$ cat config.mk
export PLATFORM = sky130hd
export DESIGN_NAME = pwm_capture
export DESIGN_NICKNAME = d
export VERILOG_FILES = /design/src/rtl/pwm_pkg.sv /design/src/rtl/pwm_udiv.sv /design/src/rtl/pwm_capture.sv
export SDC_FILE = /design/constraint.sdc
export NUM_CORES = 1
export LEC_CHECK = 0
export BUFFER_PORTS_ARGS = -buffer_cell sky130_fd_sc_hd__buf_4
export CAP_MARGIN = 10
export CORE_MARGIN = 2
export CORE_UTILIZATION = 50
export CTS_BUF_LIST = sky130_fd_sc_hd__clkbuf_8
export DETAILED_ROUTE_END_ITERATION = 16
export PLACE_DENSITY_LB_ADDON = 0.12
export REMOVE_ABC_BUFFERS = 1
export SYNTH_ARGS = -nofsm -noshare
export SYNTH_HDL_FRONTEND = slang
export SYNTH_HIERARCHICAL = 1
export SYNTH_SLANG_ARGS = --single-unit
$ cat constraint.sdc
create_clock -name clk -period 2.9 [get_ports clk]
set_input_delay 0.145 -clock clk [delete_from_list [all_inputs] [get_ports clk]]
set_output_delay 0.145 -clock clk [all_outputs]
set_load 0.03 [all_outputs]
$ cat src/rtl/pwm_pkg.sv
// Shared PWM helpers: capture FSM states, log2 and timeout/counter sizing.
package pwm_pkg;

  typedef enum logic [1:0] {
    ST_IDLE,
    ST_ARM,
    ST_MEAS
  } cap_state_t;

  // floor(log2(v)); log2(0) and log2(1) both return 0
  function automatic int unsigned log2(input int unsigned v);
    int unsigned r;
    int unsigned x;
    r = 0;
    x = v;
    while (x > 1) begin
      x = x >> 1;
      r = r + 1;
    end
    return r;
  endfunction

  function automatic int unsigned calc_timeout(input int unsigned clk_hz,
                                               input int unsigned min_hz);
    return clk_hz / min_hz;
  endfunction

  function automatic int unsigned calc_wcnt(input int unsigned clk_hz,
                                            input int unsigned min_hz);
    return log2(calc_timeout(clk_hz, min_hz)) + 1;
  endfunction

endpackage

$ cat src/rtl/pwm_udiv.sv
// Sequential restoring unsigned divider, one quotient bit per cycle.
// Caller guarantees dividend[W_DIVIDEND-1:W_QUOT] < divisor so the quotient fits W_QUOT.
module pwm_udiv #(
  parameter int unsigned W_DIVIDEND = 24,
  parameter int unsigned W_QUOT     = 8,
  localparam int unsigned W_DIVISOR = W_DIVIDEND - W_QUOT,
  localparam int unsigned W_ITER    = $clog2(W_QUOT + 1)
) (
  input  logic                  clk,
  input  logic                  rst,
  input  logic                  i_abort,
  input  logic                  i_start,
  input  logic [W_DIVIDEND-1:0] i_dividend,
  input  logic [W_DIVISOR-1:0]  i_divisor,
  output logic                  o_busy,
  output logic                  o_done,
  output logic [W_QUOT-1:0]     o_quot
);

  logic                 r_busy;
  logic                 r_done;
  logic [W_ITER-1:0]    r_iter;
  logic [W_DIVISOR-1:0] r_rem;
  logic [W_DIVISOR-1:0] r_div;
  logic [W_QUOT-1:0]    r_quot;
  logic [W_DIVISOR:0]   w_shift;
  logic [W_DIVISOR:0]   w_diff;
  logic                 w_ge;

  always_comb begin
    w_shift = {r_rem, r_quot[W_QUOT-1]};
    w_diff  = w_shift - {1'b0, r_div};
    w_ge    = (w_shift >= {1'b0, r_div});
  end

  // busy stays high through the done cycle so a start there is ignored
  always_ff @(posedge clk) begin
    if (rst || i_abort) begin
      r_busy <= 1'b0;
      r_done <= 1'b0;
      r_iter <= '0;
      r_rem  <= '0;
      r_div  <= '0;
      r_quot <= '0;
    end else begin
      r_done <= 1'b0;
      if (!r_busy) begin
        if (i_start) begin
          r_busy <= 1'b1;
          r_iter <= W_ITER'(W_QUOT);
          r_rem  <= i_dividend[W_DIVIDEND-1:W_QUOT];
          r_quot <= i_dividend[W_QUOT-1:0];
          r_div  <= i_divisor;
        end
      end else if (r_iter != '0) begin
        r_rem  <= w_ge ? w_diff[W_DIVISOR-1:0] : w_shift[W_DIVISOR-1:0];
        r_quot <= {r_quot[W_QUOT-2:0], w_ge};
        r_iter <= r_iter - W_ITER'(1);
        if (r_iter == W_ITER'(1)) r_done <= 1'b1;
      end else begin
        r_busy <= 1'b0;
      end
    end
  end

  assign o_busy = r_busy;
  assign o_done = r_done;
  assign o_quot = r_quot;

endmodule

$ cat src/rtl/pwm_capture.sv
// Measures period, high time and normalised duty of an external PWM input,
// flagging loss of signal and periods dropped while the divider is busy.
module pwm_capture
  import pwm_pkg::*;
#(
  parameter int unsigned sys_clk        = 100_000_000,
  parameter int unsigned min_freq       = 1000,
  parameter int unsigned bit_resolution = 8,
  localparam int unsigned TIMEOUT = calc_timeout(sys_clk, min_freq),
  localparam int unsigned W_CNT   = calc_wcnt(sys_clk, min_freq)
) (
  input  logic                      clk,
  input  logic                      rst,
  input  logic                      ena,
  input  logic                      pwm_in,
  output logic [bit_resolution-1:0] duty,
  output logic [W_CNT-1:0]          period,
  output logic [W_CNT-1:0]          high_time,
  output logic                      valid,
  output logic                      lost,
  output logic                      overrun
);

  logic r_s1, r_s2, r_s3;
  logic w_rise, w_fall;

  cap_state_t r_state, w_state_nxt;

  logic [W_CNT-1:0] r_cnt, r_high, r_pend_period, r_pend_high;
  logic w_cnt_load, w_cnt_inc, w_cnt_clr, w_high_latch;
  logic w_start, w_overrun, w_timeout;

  logic                          w_div_busy, w_div_done;
  logic [bit_resolution-1:0]     w_quot;
  logic [W_CNT+bit_resolution-1:0] w_dividend;

  always_ff @(posedge clk) begin
    if (rst) begin
      r_s1 <= 1'b0;
      r_s2 <= 1'b0;
      r_s3 <= 1'b0;
    end else begin
      r_s1 <= pwm_in;
      r_s2 <= r_s1;
      r_s3 <= r_s2;
    end
  end

  assign w_rise = r_s2 & ~r_s3;
  assign w_fall = ~r_s2 & r_s3;

  always_ff @(posedge clk) begin
    if (rst) r_state <= ST_IDLE;
    else     r_state <= w_state_nxt;
  end

  always_comb begin
    w_state_nxt  = r_state;
    w_cnt_load   = 1'b0;
    w_cnt_inc    = 1'b0;
    w_cnt_clr    = 1'b0;
    w_high_latch = 1'b0;
    w_start      = 1'b0;
    w_overrun    = 1'b0;
    w_timeout    = 1'b0;
    if (!ena) begin
      w_state_nxt = ST_IDLE;
      w_cnt_clr   = 1'b1;
    end else begin
      unique case (r_state)
        ST_IDLE: begin
          if (w_rise) begin
            w_state_nxt = ST_ARM;
            w_cnt_load  = 1'b1;
          end
        end
        ST_ARM, ST_MEAS: begin
          if (w_rise) begin
            w_state_nxt = ST_MEAS;
            w_cnt_load  = 1'b1;
            if (w_div_busy) w_overrun = 1'b1;
            else            w_start   = 1'b1;
          end else if (r_cnt == W_CNT'(TIMEOUT)) begin
            w_state_nxt = ST_IDLE;
            w_timeout   = 1'b1;
            w_cnt_clr   = 1'b1;
          end else begin
            w_cnt_inc = 1'b1;
          end
          if (w_fall) w_high_latch = 1'b1;
        end
        default: w_state_nxt = ST_IDLE;
      endcase
    end
  end

  // cnt restarts at 1 on a rising edge so the next edge samples the exact period
  always_ff @(posedge clk) begin
    if (rst || w_cnt_clr) begin
      r_cnt  <= '0;
      r_high <= '0;
    end else begin
      if (w_cnt_load)     r_cnt <= W_CNT'(1);
      else if (w_cnt_inc) r_cnt <= r_cnt + W_CNT'(1);
      if (w_high_latch)   r_high <= r_cnt;
    end
  end

  always_ff @(posedge clk) begin
    if (rst) begin
      r_pend_period <= '0;
      r_pend_high   <= '0;
    end else if (w_start) begin
      r_pend_period <= r_cnt;
      r_pend_high   <= r_high;
    end
  end

  assign w_dividend = {r_high, {bit_resolution{1'b0}}};

  pwm_udiv #(
    .W_DIVIDEND(W_CNT + bit_resolution),
    .W_QUOT    (bit_resolution)
  ) u_div (
    .clk       (clk),
    .rst       (rst),
    .i_abort   (~ena),
    .i_start   (w_start),
    .i_dividend(w_dividend),
    .i_divisor (r_cnt),
    .o_busy    (w_div_busy),
    .o_done    (w_div_done),
    .o_quot    (w_quot)
  );

  always_ff @(posedge clk) begin
    if (rst) begin
      duty      <= '0;
      period    <= '0;
      high_time <= '0;
      valid     <= 1'b0;
      lost      <= 1'b1;
      overrun   <= 1'b0;
    end else begin
      valid   <= 1'b0;
      overrun <= w_overrun;
      if (w_timeout) begin
        duty      <= r_s2 ? '1 : '0;
        period    <= '0;
        high_time <= '0;
        lost      <= 1'b1;
        valid     <= 1'b1;
      end else if (w_div_done && ena) begin
        duty      <= w_quot;
        period    <= r_pend_period;
        high_time <= r_pend_high;
        lost      <= 1'b0;
        valid     <= 1'b1;
      end
    end
  end

endmodule

==> impl_metrics.py <==
metrics = {
    "global_route": {
        "met3_usage": 0.0366,
        "grt_overflow_total": 0,
        "grt.total_usage": 0.241,
        "grt_max_degree": 44,
        "grt_use_met2": 0.407,
        "grt_busiest_layer": "met2",
        "grt_pass1_wl_mm": 32.0,
        "grt_util_met1": 0.322,
        "grt_antenna_before_repair": 0,
        "grt_pass1_vias": 6402,
    },
    "logic_synthesis": {
        "ys.flop_type": "dfxtp_1",
        "avgSynthCellArea_um2": 8.06,
        "ys_ff_latch": 166,
        "synthCells": 960,
        "yosysWarningCount": 6,
        "yosysSeqAreaShare": 0.430,
        "synth_area_um2": 7730,
        "synth.distinct_cells": 74,
        "synth-edff-count": 0,
        "async_flop_share": 0,
    },
    "floorplan": {
        "die_area_um2": 16500,
        "design.core.area_um2": 15100,
        "initial_core_util": 0.511,
        "io_pins": 49,
        "die_h_um": 128,
        "rows": 45,
        "die_w_um": 128,
    },
    "cts": {
        "cts_setup_buffers": 0,
        "cts-root-buf": "clkbuf_8",
        "cts_tree": "built",
        "clock_latency_ps": 450,
        "cts_max_path_buffers": 2,
        "cts.sinks": 166,
        "cts-buffers-inserted": 17,
        "htree_levels": 4,
        "clk_pin_slew_ps": 90,
    },
    "critical_path": {
        "path_class": "flop to flop",
        "reg2regPathDepth": 11,
        "path_cells": "inv_1 > ha_1 > inv_1 > fa_1 > a21oi_2 > o211ai_2 > and4_4 > a211o_2 > buf_4 > mux2i_1 > o22ai_1",
        "r2r_end": "u_div/r_rem[4]",
        "max_stage_delay_ps": 430,
        "cp_max_fo": 11,
        "cp_common_cell": "inv_1",
        "cp_data_arrival_time_ps": 3030,
        "cpMaxStageDelayCell": "fa_1",
        "critPathCaptureType": "flop",
        "reg2reg_from": "u_div/o_quot[7]",
        "timing.reg2reg.setup_slack_ps": 190,
        "cp.required_ps": 3220,
        "startpoint_type": "flop",
        "startpoint": "u_div/o_quot[7]",
    },
    "status": {
        "status": "completed",
    },
    "power": {
        "power_density_nw_per_um2": 454,
        "p_leak_uw": 0.00310,
        "vdd_drop_max_v": 0.000408,
    },
    "final_layout": {
        "fin_nets": 1031,
        "finish.utilization": 0.572,
        "num-fill-cells": 1457,
        "insertedDiodeCount": 0,
        "synthToLayoutAreaGrowth_pct": 12.1,
        "drive_gt1_frac": 0.137,
    },
    "sta": {
        "skew_ps": 17.1,
        "slew_violations": 0,
        "fin_crit_ps": 2710,
        "worstMarginPinSlew_ps": 934,
        "worst_slack_ps": 195,
        "fmax_mhz": 370,
        "hold_violations": 0,
        "rsz0062_at_grt": "false",
        "finalSetupViolations": 0,
        "slew_headroom": 0.375,
        "period_share": 0.933,
    },
    "routing": {
        "post_drt_via_cell_ratio": 5.62,
        "dr.pass1.iters": 5,
        "wl_per_cell_um": 16.0,
        "vias": 6761,
        "drtIter0Drc": 437,
        "finalWirelength_mm": 19.2,
        "remaining_drc_errors": 0,
        "antenna_left": 0,
    },
    "hold_path": {
        "hp-class": "input port to flop",
        "hold_depth": 2,
        "worstHoldStart": "rst",
        "holdPathEnd": "valid",
    },
    "placement": {
        "post-dp-hpwl_mm": 13.3,
        "dp_slack_ps": 168,
        "gp_congestion": 0.866,
        "port_buffers": 48,
    },
    "run": {
        "cap_viol_max_count": 0,
    },
}
==> timing repair <==
action                     4_1_cts  5_1_grt
resized for setup                0        2
hold endpoints to repair         1        0
hold buffers                     1        0
setup endpoints to repair        0        8
==> cell families (layout without fill, tap and decap cells) <==
logic type      count (synthesis)  in the layout  synth area share
fa+ha+maj                      25             25            0.0414
other cells                     1              8          0.000485
flops                         166            166             0.430
compound gates                260            260             0.205
simple gates                  369            369             0.217
xor+xnor                       14             14            0.0159
mux                            25             25            0.0330
buf+inv                       100            148            0.0573
==> critical path, delay by kind of cell, from the launching register on <==
kind | cells | cell delay [ps]
AO/OA/AOI/OAI | 4 | 840
multiplexers | 1 | 170
flip-flops | 1 | 340
buffers and inverters | 3 | 400
adder cells (fa/ha/maj) | 2 | 610
AND/OR/NAND/NOR | 1 | 220
==> cells in the final DEF (no fill, tap or decap), types with 4 or more instances in the layout <==
master	synthesis	routed
nor3_1	10	10
dfxtp_1	166	166
inv_1	39	40
nor2b_1	7	6
or3_1	4	4
mux2i_1	24	24
clkinvlp_4	0	4
or4_1	8	8
nand3_1	19	19
and3_1	5	5
a31oi_1	8	8
inv_6	0	4
xnor2_1	10	10
nand2b_1	4	4
o21a_1	4	4
clkbuf_8	0	18
nand4_1	7	7
ha_1	24	24
buf_4	0	74
a221o_1	8	8
or3_2	4	4
nor2_1	36	36
o21ai_0	24	23
and4_1	5	5
a21oi_2	6	6
xor2_1	4	4
o21ai_1	4	4
o22ai_1	9	9
a21o_1	9	9
a211oi_1	9	9
nand2_1	235	235
o31ai_1	10	10
a21oi_1	141	141
conb_1	1	8
==> cell usage after synthesis, drive strengths merged (4+ instances only) <==
| cell type | number | area share |
|---|---|---|
| or3 | 8 | 0.0071 |
| xor2 | 4 | 0.0045 |
| a31oi | 8 | 0.0065 |
| o21a | 4 | 0.0039 |
| nor3 | 11 | 0.0078 |
| a221o | 8 | 0.010 |
| clkbuf | 36 | 0.017 |
| and2 | 4 | 0.0037 |
| buf | 24 | 0.020 |
| o21ai | 28 | 0.018 |
| a21o | 9 | 0.0087 |
| mux2i | 24 | 0.031 |
| nor2b | 7 | 0.0057 |
| nor2 | 36 | 0.017 |
| and3 | 6 | 0.0050 |
| ha | 24 | 0.039 |
| o22ai | 9 | 0.0073 |
| and4 | 6 | 0.0071 |
| nand4 | 8 | 0.0073 |
| o31ai | 10 | 0.0097 |
| xnor2 | 10 | 0.011 |
| inv | 39 | 0.019 |
| nand2b | 4 | 0.0032 |
| a21oi | 147 | 0.098 |
| nand3 | 19 | 0.012 |
| a211oi | 10 | 0.010 |
| dfxtp | 166 | 0.43 |
| nand2 | 236 | 0.11 |
| or4 | 10 | 0.011 |
==> flip-flops by register name, indices dropped and copies added, names as in the netlist <==
signal	count
duty	8
high_time	17
lost	1
overrun	1
period	17
r_cnt	17
r_high	17
r_pend_high	17
r_pend_period	17
r_s1	1
r_s2	1
r_s3	1
r_state	2
u_div/o_busy	1
u_div/o_done	1
u_div/o_quot	8
u_div/r_div	17
u_div/r_iter	4
u_div/r_rem	17
valid	1
==> metrics by stage <==
stage	total power [µW]	instances	hold WS (ps)	area (µm²)	TNS [ps]
finish	3940	1203	144	8670	0
global placement	2410	1170	357	8280	0
global route	4070	1203	144	8670	0
floorplan	2370	907	214	7470	-43930
CTS	3980	1203	108	8660	0
detailed placement	2410	1170	370	8280	0
==> power by group <==
group	internal [µW]	switching, µW	leakage, µW
Sequential	2280	2.22	0.00134
Combinational	18.9	55.3	0.00158
Clock	707	876	0.000184
==> layer usage <==
layer / vias to the layer above / wire, µm
li1: 3417 / -
met4: 0 / 289
met5: - / 0
met1: 3191 / 9120
met3: 27 / 619
met2: 126 / 9200
==> worst max path at each step <==
stage	cells after the start	to	slack, ps
detailed placement	11	u_div/r_rem[4]	170
CTS	11	u_div/r_rem[4]	170
global route	11	u_div/r_rem[8]	20
floorplan	10	u_div/r_rem[11]	-1600
finish	11	u_div/r_rem[4]	190
global placement	11	u_div/r_rem[1]	240
==> layout make-up <==
type                    instances  area, µm²  area share
clock inverters                14        126      0.0146
well taps                     188        235      0.0271
repair buffers                 76        586      0.0675
inverters                      40        150      0.0173
flip-flops and latches        166       3320       0.383
multi-input cells             701       4000       0.462
clock buffers                  18        248      0.0286
Note: power is estimated with default switching activity, not from simulation.
